==> src/rtl/mips_muldiv_alu.sv <==
// Sequenced MIPS ALU: single-cycle logic/arith/shift ops plus iterative
// shift-add multiply and restoring divide into HI/LO, with a start/busy/done handshake.
module mips_muldiv_alu #(
    parameter int WORD_SIZE = 32,
    parameter int OP_SIZE   = 4
) (
    input  logic                 clk,
    input  logic                 rst,
    input  logic                 start,
    input  logic [OP_SIZE-1:0]   sel,
    input  logic [WORD_SIZE-1:0] data_1,
    input  logic [WORD_SIZE-1:0] data_2,
    output logic                 busy,
    output logic                 done,
    output logic [WORD_SIZE-1:0] alu_out,
    output logic                 alu_zero_flag,
    output logic                 overflow,
    output logic                 div_by_zero,
    output logic [WORD_SIZE-1:0] hi,
    output logic [WORD_SIZE-1:0] lo
);

    localparam int SHW = $clog2(WORD_SIZE);
    localparam logic [WORD_SIZE-1:0] ZERO_W = {WORD_SIZE{1'b0}};
    localparam logic [WORD_SIZE-1:0] ONES_W = {WORD_SIZE{1'b1}};
    localparam logic [WORD_SIZE-1:0] ONE_W  = {{(WORD_SIZE-1){1'b0}}, 1'b1};
    localparam logic [SHW-1:0]       CNT_ONE  = {{(SHW-1){1'b0}}, 1'b1};
    localparam logic [SHW-1:0]       CNT_LAST = SHW'(WORD_SIZE-1);

    typedef enum logic [1:0] {IDLE, MUL, DIV, FIX} state_t;

    state_t                  state_q, state_d;
    logic                    busy_q, busy_d, done_q, done_d;
    logic [WORD_SIZE-1:0]    alu_out_q, alu_out_d, hi_q, hi_d, lo_q, lo_d;
    logic                    zero_q, zero_d, ovf_q, ovf_d, dbz_q, dbz_d;
    logic [2*WORD_SIZE-1:0]  acc_q, acc_d;
    logic [WORD_SIZE-1:0]    opnd_q, opnd_d;
    logic [SHW-1:0]          cnt_q, cnt_d;
    logic                    is_div_q, is_div_d, neg_lo_q, neg_lo_d, neg_hi_q, neg_hi_d;

    logic [3:0]              op_s;
    logic [SHW-1:0]          shamt_s;
    logic                    is_signed_s, sign_a_s, sign_b_s;
    logic [WORD_SIZE-1:0]    opa_s, opb_s, sum_s, diff_s;
    logic [WORD_SIZE:0]      mul_sum_s, div_trial_s, div_diff_s;
    logic [2*WORD_SIZE-1:0]  prod_fix_s;

    // Out-of-range opcodes fall back to ADD.
    assign op_s        = ((sel >> 3'd4) != {OP_SIZE{1'b0}}) ? 4'h0 : sel[3:0];
    assign shamt_s     = data_2[SHW-1:0];
    assign sign_a_s    = data_1[WORD_SIZE-1];
    assign sign_b_s    = data_2[WORD_SIZE-1];
    assign is_signed_s = (op_s == 4'hB) || (op_s == 4'hD);
    assign opa_s       = (is_signed_s && sign_a_s) ? -data_1 : data_1;
    assign opb_s       = (is_signed_s && sign_b_s) ? -data_2 : data_2;
    assign sum_s       = data_1 + data_2;
    assign diff_s      = data_1 - data_2;
    assign mul_sum_s   = {1'b0, acc_q[2*WORD_SIZE-1:WORD_SIZE]}
                       + (acc_q[0] ? {1'b0, opnd_q} : {(WORD_SIZE+1){1'b0}});
    assign div_trial_s = {acc_q[2*WORD_SIZE-1:WORD_SIZE], acc_q[WORD_SIZE-1]};
    assign div_diff_s  = div_trial_s - {1'b0, opnd_q};
    assign prod_fix_s  = neg_lo_q ? -acc_q : acc_q;

    // Next-state and next-output computation for the sequencer.
    always_comb begin
        state_d   = state_q;
        busy_d    = busy_q;
        done_d    = 1'b0;
        alu_out_d = alu_out_q;
        zero_d    = zero_q;
        ovf_d     = ovf_q;
        dbz_d     = dbz_q;
        hi_d      = hi_q;
        lo_d      = lo_q;
        acc_d     = acc_q;
        opnd_d    = opnd_q;
        cnt_d     = cnt_q;
        is_div_d  = is_div_q;
        neg_lo_d  = neg_lo_q;
        neg_hi_d  = neg_hi_q;
        case (state_q)
            IDLE: begin
                if (start) begin
                    done_d = 1'b1;
                    ovf_d  = 1'b0;
                    dbz_d  = 1'b0;
                    case (op_s)
                        4'h0: begin
                            alu_out_d = sum_s;
                            ovf_d = (sign_a_s == sign_b_s) && (sum_s[WORD_SIZE-1] != sign_a_s);
                        end
                        4'h1: begin
                            alu_out_d = diff_s;
                            ovf_d = (sign_a_s != sign_b_s) && (diff_s[WORD_SIZE-1] != sign_a_s);
                        end
                        4'h2: alu_out_d = data_1 & data_2;
                        4'h3: alu_out_d = data_1 | data_2;
                        4'h4: alu_out_d = data_1 ^ data_2;
                        4'h5: alu_out_d = ~(data_1 | data_2);
                        4'h6: alu_out_d = ($signed(data_1) < $signed(data_2)) ? ONE_W : ZERO_W;
                        4'h7: alu_out_d = (data_1 < data_2) ? ONE_W : ZERO_W;
                        4'h8: alu_out_d = data_1 << shamt_s;
                        4'h9: alu_out_d = data_1 >> shamt_s;
                        4'hA: alu_out_d = $signed(data_1) >>> shamt_s;
                        4'hB, 4'hC: begin
                            done_d   = 1'b0;
                            busy_d   = 1'b1;
                            state_d  = MUL;
                            acc_d    = {ZERO_W, opb_s};
                            opnd_d   = opa_s;
                            cnt_d    = {SHW{1'b0}};
                            is_div_d = 1'b0;
                            neg_lo_d = is_signed_s && (sign_a_s ^ sign_b_s);
                            neg_hi_d = 1'b0;
                        end
                        4'hD, 4'hE: begin
                            if (data_2 == ZERO_W) begin
                                dbz_d     = 1'b1;
                                alu_out_d = ONES_W;
                            end else begin
                                done_d   = 1'b0;
                                busy_d   = 1'b1;
                                state_d  = DIV;
                                acc_d    = {ZERO_W, opa_s};
                                opnd_d   = opb_s;
                                cnt_d    = {SHW{1'b0}};
                                is_div_d = 1'b1;
                                neg_lo_d = is_signed_s && (sign_a_s ^ sign_b_s);
                                neg_hi_d = is_signed_s && sign_a_s;
                            end
                        end
                        4'hF: alu_out_d = data_2 << (WORD_SIZE / 2);
                        default: alu_out_d = sum_s;
                    endcase
                    zero_d = (alu_out_d == ZERO_W);
                end else begin
                    state_d = IDLE;
                end
            end
            MUL: begin
                acc_d = {mul_sum_s, acc_q[WORD_SIZE-1:1]};
                cnt_d = cnt_q + CNT_ONE;
                if (cnt_q == CNT_LAST) begin
                    state_d = FIX;
                end else begin
                    state_d = MUL;
                end
            end
            DIV: begin
                // Restoring step: subtract only when the trial remainder covers the divisor.
                if (!div_diff_s[WORD_SIZE]) begin
                    acc_d = {div_diff_s[WORD_SIZE-1:0], acc_q[WORD_SIZE-2:0], 1'b1};
                end else begin
                    acc_d = {div_trial_s[WORD_SIZE-1:0], acc_q[WORD_SIZE-2:0], 1'b0};
                end
                cnt_d = cnt_q + CNT_ONE;
                if (cnt_q == CNT_LAST) begin
                    state_d = FIX;
                end else begin
                    state_d = DIV;
                end
            end
            FIX: begin
                if (is_div_q) begin
                    lo_d = neg_lo_q ? -acc_q[WORD_SIZE-1:0] : acc_q[WORD_SIZE-1:0];
                    hi_d = neg_hi_q ? -acc_q[2*WORD_SIZE-1:WORD_SIZE] : acc_q[2*WORD_SIZE-1:WORD_SIZE];
                end else begin
                    lo_d = prod_fix_s[WORD_SIZE-1:0];
                    hi_d = prod_fix_s[2*WORD_SIZE-1:WORD_SIZE];
                end
                alu_out_d = lo_d;
                zero_d    = (lo_d == ZERO_W);
                ovf_d     = 1'b0;
                dbz_d     = 1'b0;
                done_d    = 1'b1;
                busy_d    = 1'b0;
                state_d   = IDLE;
            end
            default: begin
                state_d = IDLE;
                busy_d  = 1'b0;
            end
        endcase
    end

    // State and output registers with synchronous reset.
    always_ff @(posedge clk) begin
        if (rst) begin
            state_q   <= IDLE;
            busy_q    <= 1'b0;
            done_q    <= 1'b0;
            alu_out_q <= ZERO_W;
            zero_q    <= 1'b0;
            ovf_q     <= 1'b0;
            dbz_q     <= 1'b0;
            hi_q      <= ZERO_W;
            lo_q      <= ZERO_W;
            acc_q     <= {2*WORD_SIZE{1'b0}};
            opnd_q    <= ZERO_W;
            cnt_q     <= {SHW{1'b0}};
            is_div_q  <= 1'b0;
            neg_lo_q  <= 1'b0;
            neg_hi_q  <= 1'b0;
        end else begin
            state_q   <= state_d;
            busy_q    <= busy_d;
            done_q    <= done_d;
            alu_out_q <= alu_out_d;
            zero_q    <= zero_d;
            ovf_q     <= ovf_d;
            dbz_q     <= dbz_d;
            hi_q      <= hi_d;
            lo_q      <= lo_d;
            acc_q     <= acc_d;
            opnd_q    <= opnd_d;
            cnt_q     <= cnt_d;
            is_div_q  <= is_div_d;
            neg_lo_q  <= neg_lo_d;
            neg_hi_q  <= neg_hi_d;
        end
    end

    assign busy          = busy_q;
    assign done          = done_q;
    assign alu_out       = alu_out_q;
    assign alu_zero_flag = zero_q;
    assign overflow      = ovf_q;
    assign div_by_zero   = dbz_q;
    assign hi            = hi_q;
    assign lo            = lo_q;

endmodule

==> config.mk <==
export PLATFORM = sky130hd
export DESIGN_NAME = mips_muldiv_alu
export DESIGN_NICKNAME = d
export VERILOG_FILES = /design/src/rtl/mips_muldiv_alu.sv
export SDC_FILE = /design/constraint.sdc
export NUM_CORES = 1
export LEC_CHECK = 0
export ABC_AREA = 0
export BUFFER_PORTS_ARGS = -buffer_cell sky130_fd_sc_hd__buf_4
export CORE_ASPECT_RATIO = 1.1
export CORE_UTILIZATION = 45
export CTS_CLUSTER_DIAMETER = 100
export DETAILED_ROUTE_END_ITERATION = 10
export PLACE_DENSITY_LB_ADDON = 0.3
export SYNTH_ARGS = -nofsm -noshare
export SYNTH_HDL_FRONTEND = slang
export SYNTH_SLANG_ARGS = --single-unit
export TNS_END_PERCENT = 20
==> constraint.sdc <==
create_clock -name clk -period 6.1 [get_ports clk]
set_input_delay 0.61 -clock clk [delete_from_list [all_inputs] [get_ports clk]]
set_output_delay 0.61 -clock clk [all_outputs]
set_load 0.1 [all_outputs]
==> results by group <==
Run status
  – Status: finished, violations left
  – Failing checks: max-capacitance violations, max-slew violations

Die
  – Die area: 58110 um2
  – Core Region: 56250 um2
  – Top Ports: 172
  – Initial Util: 45.72%
  – Row count: 91
  – Die height: 252.7 um
  – Die X: 229.9 um

Yosys
  – Largest family of logic cells by synthesized area: compound AO/OA/AOI/OAI gates
  – Register area share after synthesis: 16.11%
  – Yosys warns: 0
  – Top_reg_cell synth: dfxtp_1
  – Post-synth top area cell: dfxtp_1
  – Post-synth top cells: 403 x nand2_1, 400 x nor2_1, 309 x a21oi_1
  – Post-Synth Simple-Gate Area: 22.22%
  – Asr flop ratio synth: 0%
  – Post-synth top area share: 16.11%
  – Post-synth EDFFs: 0
  – Synthesized-area fraction occupied by adder cells: 9.360%
  – Post-synthesis xor/xnor area fraction: 6.300%
  – Synthesized flop and latch total: 207
  – Mapped cell area: 25720 um2
  – Distinct cells, synth: 103
  – Mux cell area share after synthesis: 8.733%
  – Most common cell in the netlist: nand2_1
  – Top cells by area, synth: dfxtp_1 16%, ha_1 9.0%, a21oi_1 6.0%
  – Complex-gate fraction of the synthesized area: 30.30%
  – Post-Syn Nets: 3838
  – Synth Instances: 3577
  – Mean Syn Cell Area: 7.190 um2

Placement
  – Post-Place Cells: 4292
  – Placed Area: 27500 um2
  – I/O Buffers: 171
  – GPL Wtd Cong: 1.110
  – Placed wire-length estimate: 104100 um

Timing
  – Final period util: 88.34%
  – Final Hold Viols: 0
  – Slew at the pin closest to its max-slew limit: 1.661 ns
  – Fmax: 185.6 MHz
  – Setup violations, final: 0
  – Max-slew headroom: -11.92%
  – Max Transition Viols Final: 4
  – Tmin final: 5.389 ns
  – TNS Setup: 0 ns
  – Clk_skew: 0.02169 ns
  – RSZ-0062 raised after global routing: false

Clocking
  – Clock Latency Late Sink: 0.53 ns
  – H-tree levels: 1
  – CTS sink cnt: 207
  – Worst-case clock buffer depth: 3
  – TritonCTS Buffers: 20
  – Clk slew on worst S/H paths: 0.08 ns
  – Setup repair bufs after CTS: 0
  – Hold buffers post-CTS: 0
  – PostCTS Resize Cnt: 0
  – CTS tree: yes
  – Root Driver: clkbuf_16

Global route
  – Total grt overflow: 0
  – GR Util All Layers: 44.79%
  – Vias in the first global route: 27340
  – Initial antenna violation count: 6
  – Largest net degree at the start of global routing: 86
  – First-pass GRT wire length: 192200 um

Route
  – Detailed-route DRC error count: 0
  – WL final: 134800 um
  – Wire per inst: 31.12 um
  – DRT iter0 DRCs: 4042
  – Routed Antenna Nets: 0
  – Vias: 29980
  – First drt pass iteration count: 7
  – Vias/cell: 6.920

Final layout
  – Layout cells sized above 1: 11.27%
  – Finished Cell Area: 28170 um2
  – Nets: 3831
  – Synthesis-to-finish area growth: 9.526%
  – Fin cells: 4332

Worst setup path
  – Reg-to-Reg Start: acc_q[31]
  – Worst path cell trace: buf_4 > buf_4 > nand4bb_1 > buf_4 > o22ai_1 > a221oi_1 > o211ai_1 > a211oi_1 > o21ai_0 > o21ai_0 > o221ai_1 > nor4_1 > nand2_1 > o21ai_2
  – Reg-to-Reg End: acc_q[59]
  – CP startpoint: sel[0]
  – Register-to-register setup slack: 1.02 ns
  – Critical Path RT: 6.57 ns
  – Slowest Stage Delay on Critical Path: 1.26 ns
  – Most used cell, CP: buf_4
  – Critical Path End: alu_zero_flag
  – Slowest CP cell: a211oi_1
  – Worst EP arrival: 5.86 ns
  – Critical path class: in -> reg
  – CP Capture Type: register
  – Worst Reg2Reg Path Length in Cells: 18
  – Max FO, Critical Path: 34
  – CP Launch Type: input port

Power and ir drop
  – Leakage power: 11.23 nW
  – Worst vdd ir: 0.1697 mV
  – PD cells: 194.2 nW/um2

Worst hold path
  – Hold WC Path Type: reg -> reg

Job
  – Maxcap violations: 2
==> cells by family after synthesis <==
logic type,after synthesis
muxes,147
buffers and inverters,445
AOI/OAI and AO/OA,1158
adders and majority gates,190
xor gates and xnor gates,185
and+or+nand+nor,1245
DFF,207
==> layout by cell type (no fill, tap or decap), types with 42 or more instances in the layout <==
master and n:
nand2_1 402, nor2_1 398, a21oi_1 309, buf_4 256
dfxtp_1 207, ha_1 184, o21ai_0 167, inv_1 153
a211oi_1 119, xnor2_1 117, nand3_1 93, nor3_1 87
a22oi_1 79, mux2i_1 68, xor2_1 67, o211ai_1 53
mux4_2 53, a21o_1 50, a31oi_1 46, nor4_1 42
==> worst min-delay path by stage <==
stage                from         end  slack (ns)  depth (start not counted)
2_1_floorplan  opnd_q[10]  opnd_q[10]        0.43                          2
3_3_place_gp    opnd_q[1]   opnd_q[1]        0.44                          2
3_5_place_dp    opnd_q[4]   opnd_q[4]        0.44                          2
4_1_cts        opnd_q[12]  opnd_q[12]        0.45                          2
5_1_grt        opnd_q[21]  opnd_q[21]        0.47                          2
6_report       opnd_q[21]  opnd_q[21]        0.45                          2
==> routing by layer <==
metal	global-route usage, %	vias to the layer above	routed length [um]
met5	0	-	12
met4	34.46	2	12320
met3	10.81	491	15230
met2	67.17	2138	56780
met1	55.12	14170	50480
li1	-	13180	-
==> metrics by stage <==
| stage | util (%) | total power, mW | hold slack, ns | worst slack, ns |
|---|---|---|---|---|
| after floorplan | - | 3.200 | 0.4319 | 0.6752 |
| after global placement | 48.90 | 4.082 | 0.4380 | 0.9097 |
| after detailed placement | 48.90 | 4.076 | 0.4438 | 0.9193 |
| after CTS | 50.06 | 5.358 | 0.4532 | 1.085 |
| after global routing | 50.06 | 5.623 | 0.4681 | 0.6233 |
| final | 50.08 | 5.471 | 0.4511 | 0.7112 |
==> worst max-delay path, delay by kind of cell <==
kind,cells,cell delay [ns]
AO/OA/AOI/OAI,8,2.95
AND/OR/NAND/NOR,3,1.41
buffers and inverters,3,0.85
==> area by class of cell <==
class,instances,area (um2)
Antenna cell,4,10.01
Clock buffer,26,553.0
Clock inverter,10,102.6
Fill cell,5749,28080
Inverter,157,589.3
Multi-Input combinational cell,2925,19870
Sequential cell,207,4144
Tap cell,744,930.9
Timing Repair Buffer,259,1973
==> power breakdown <==
part / internal, mW / switching (mW)
Sequential: 1.42 / 0.154
Clock: 0.693 / 0.600
Combinational: 0.779 / 1.82
==> flip-flops by register name (all words and copies together), names as in the netlist <==
register,cells
acc_q,64
alu_out,32
alu_zero_flag,1
busy,1
cnt_q,5
div_by_zero,1
done,1
hi,32
is_div_q,1
lo,32
neg_hi_q,1
neg_lo_q,1
opnd_q,32
overflow,1
state_q,2
No activity file was read; power rests on OpenSTA's default activity.
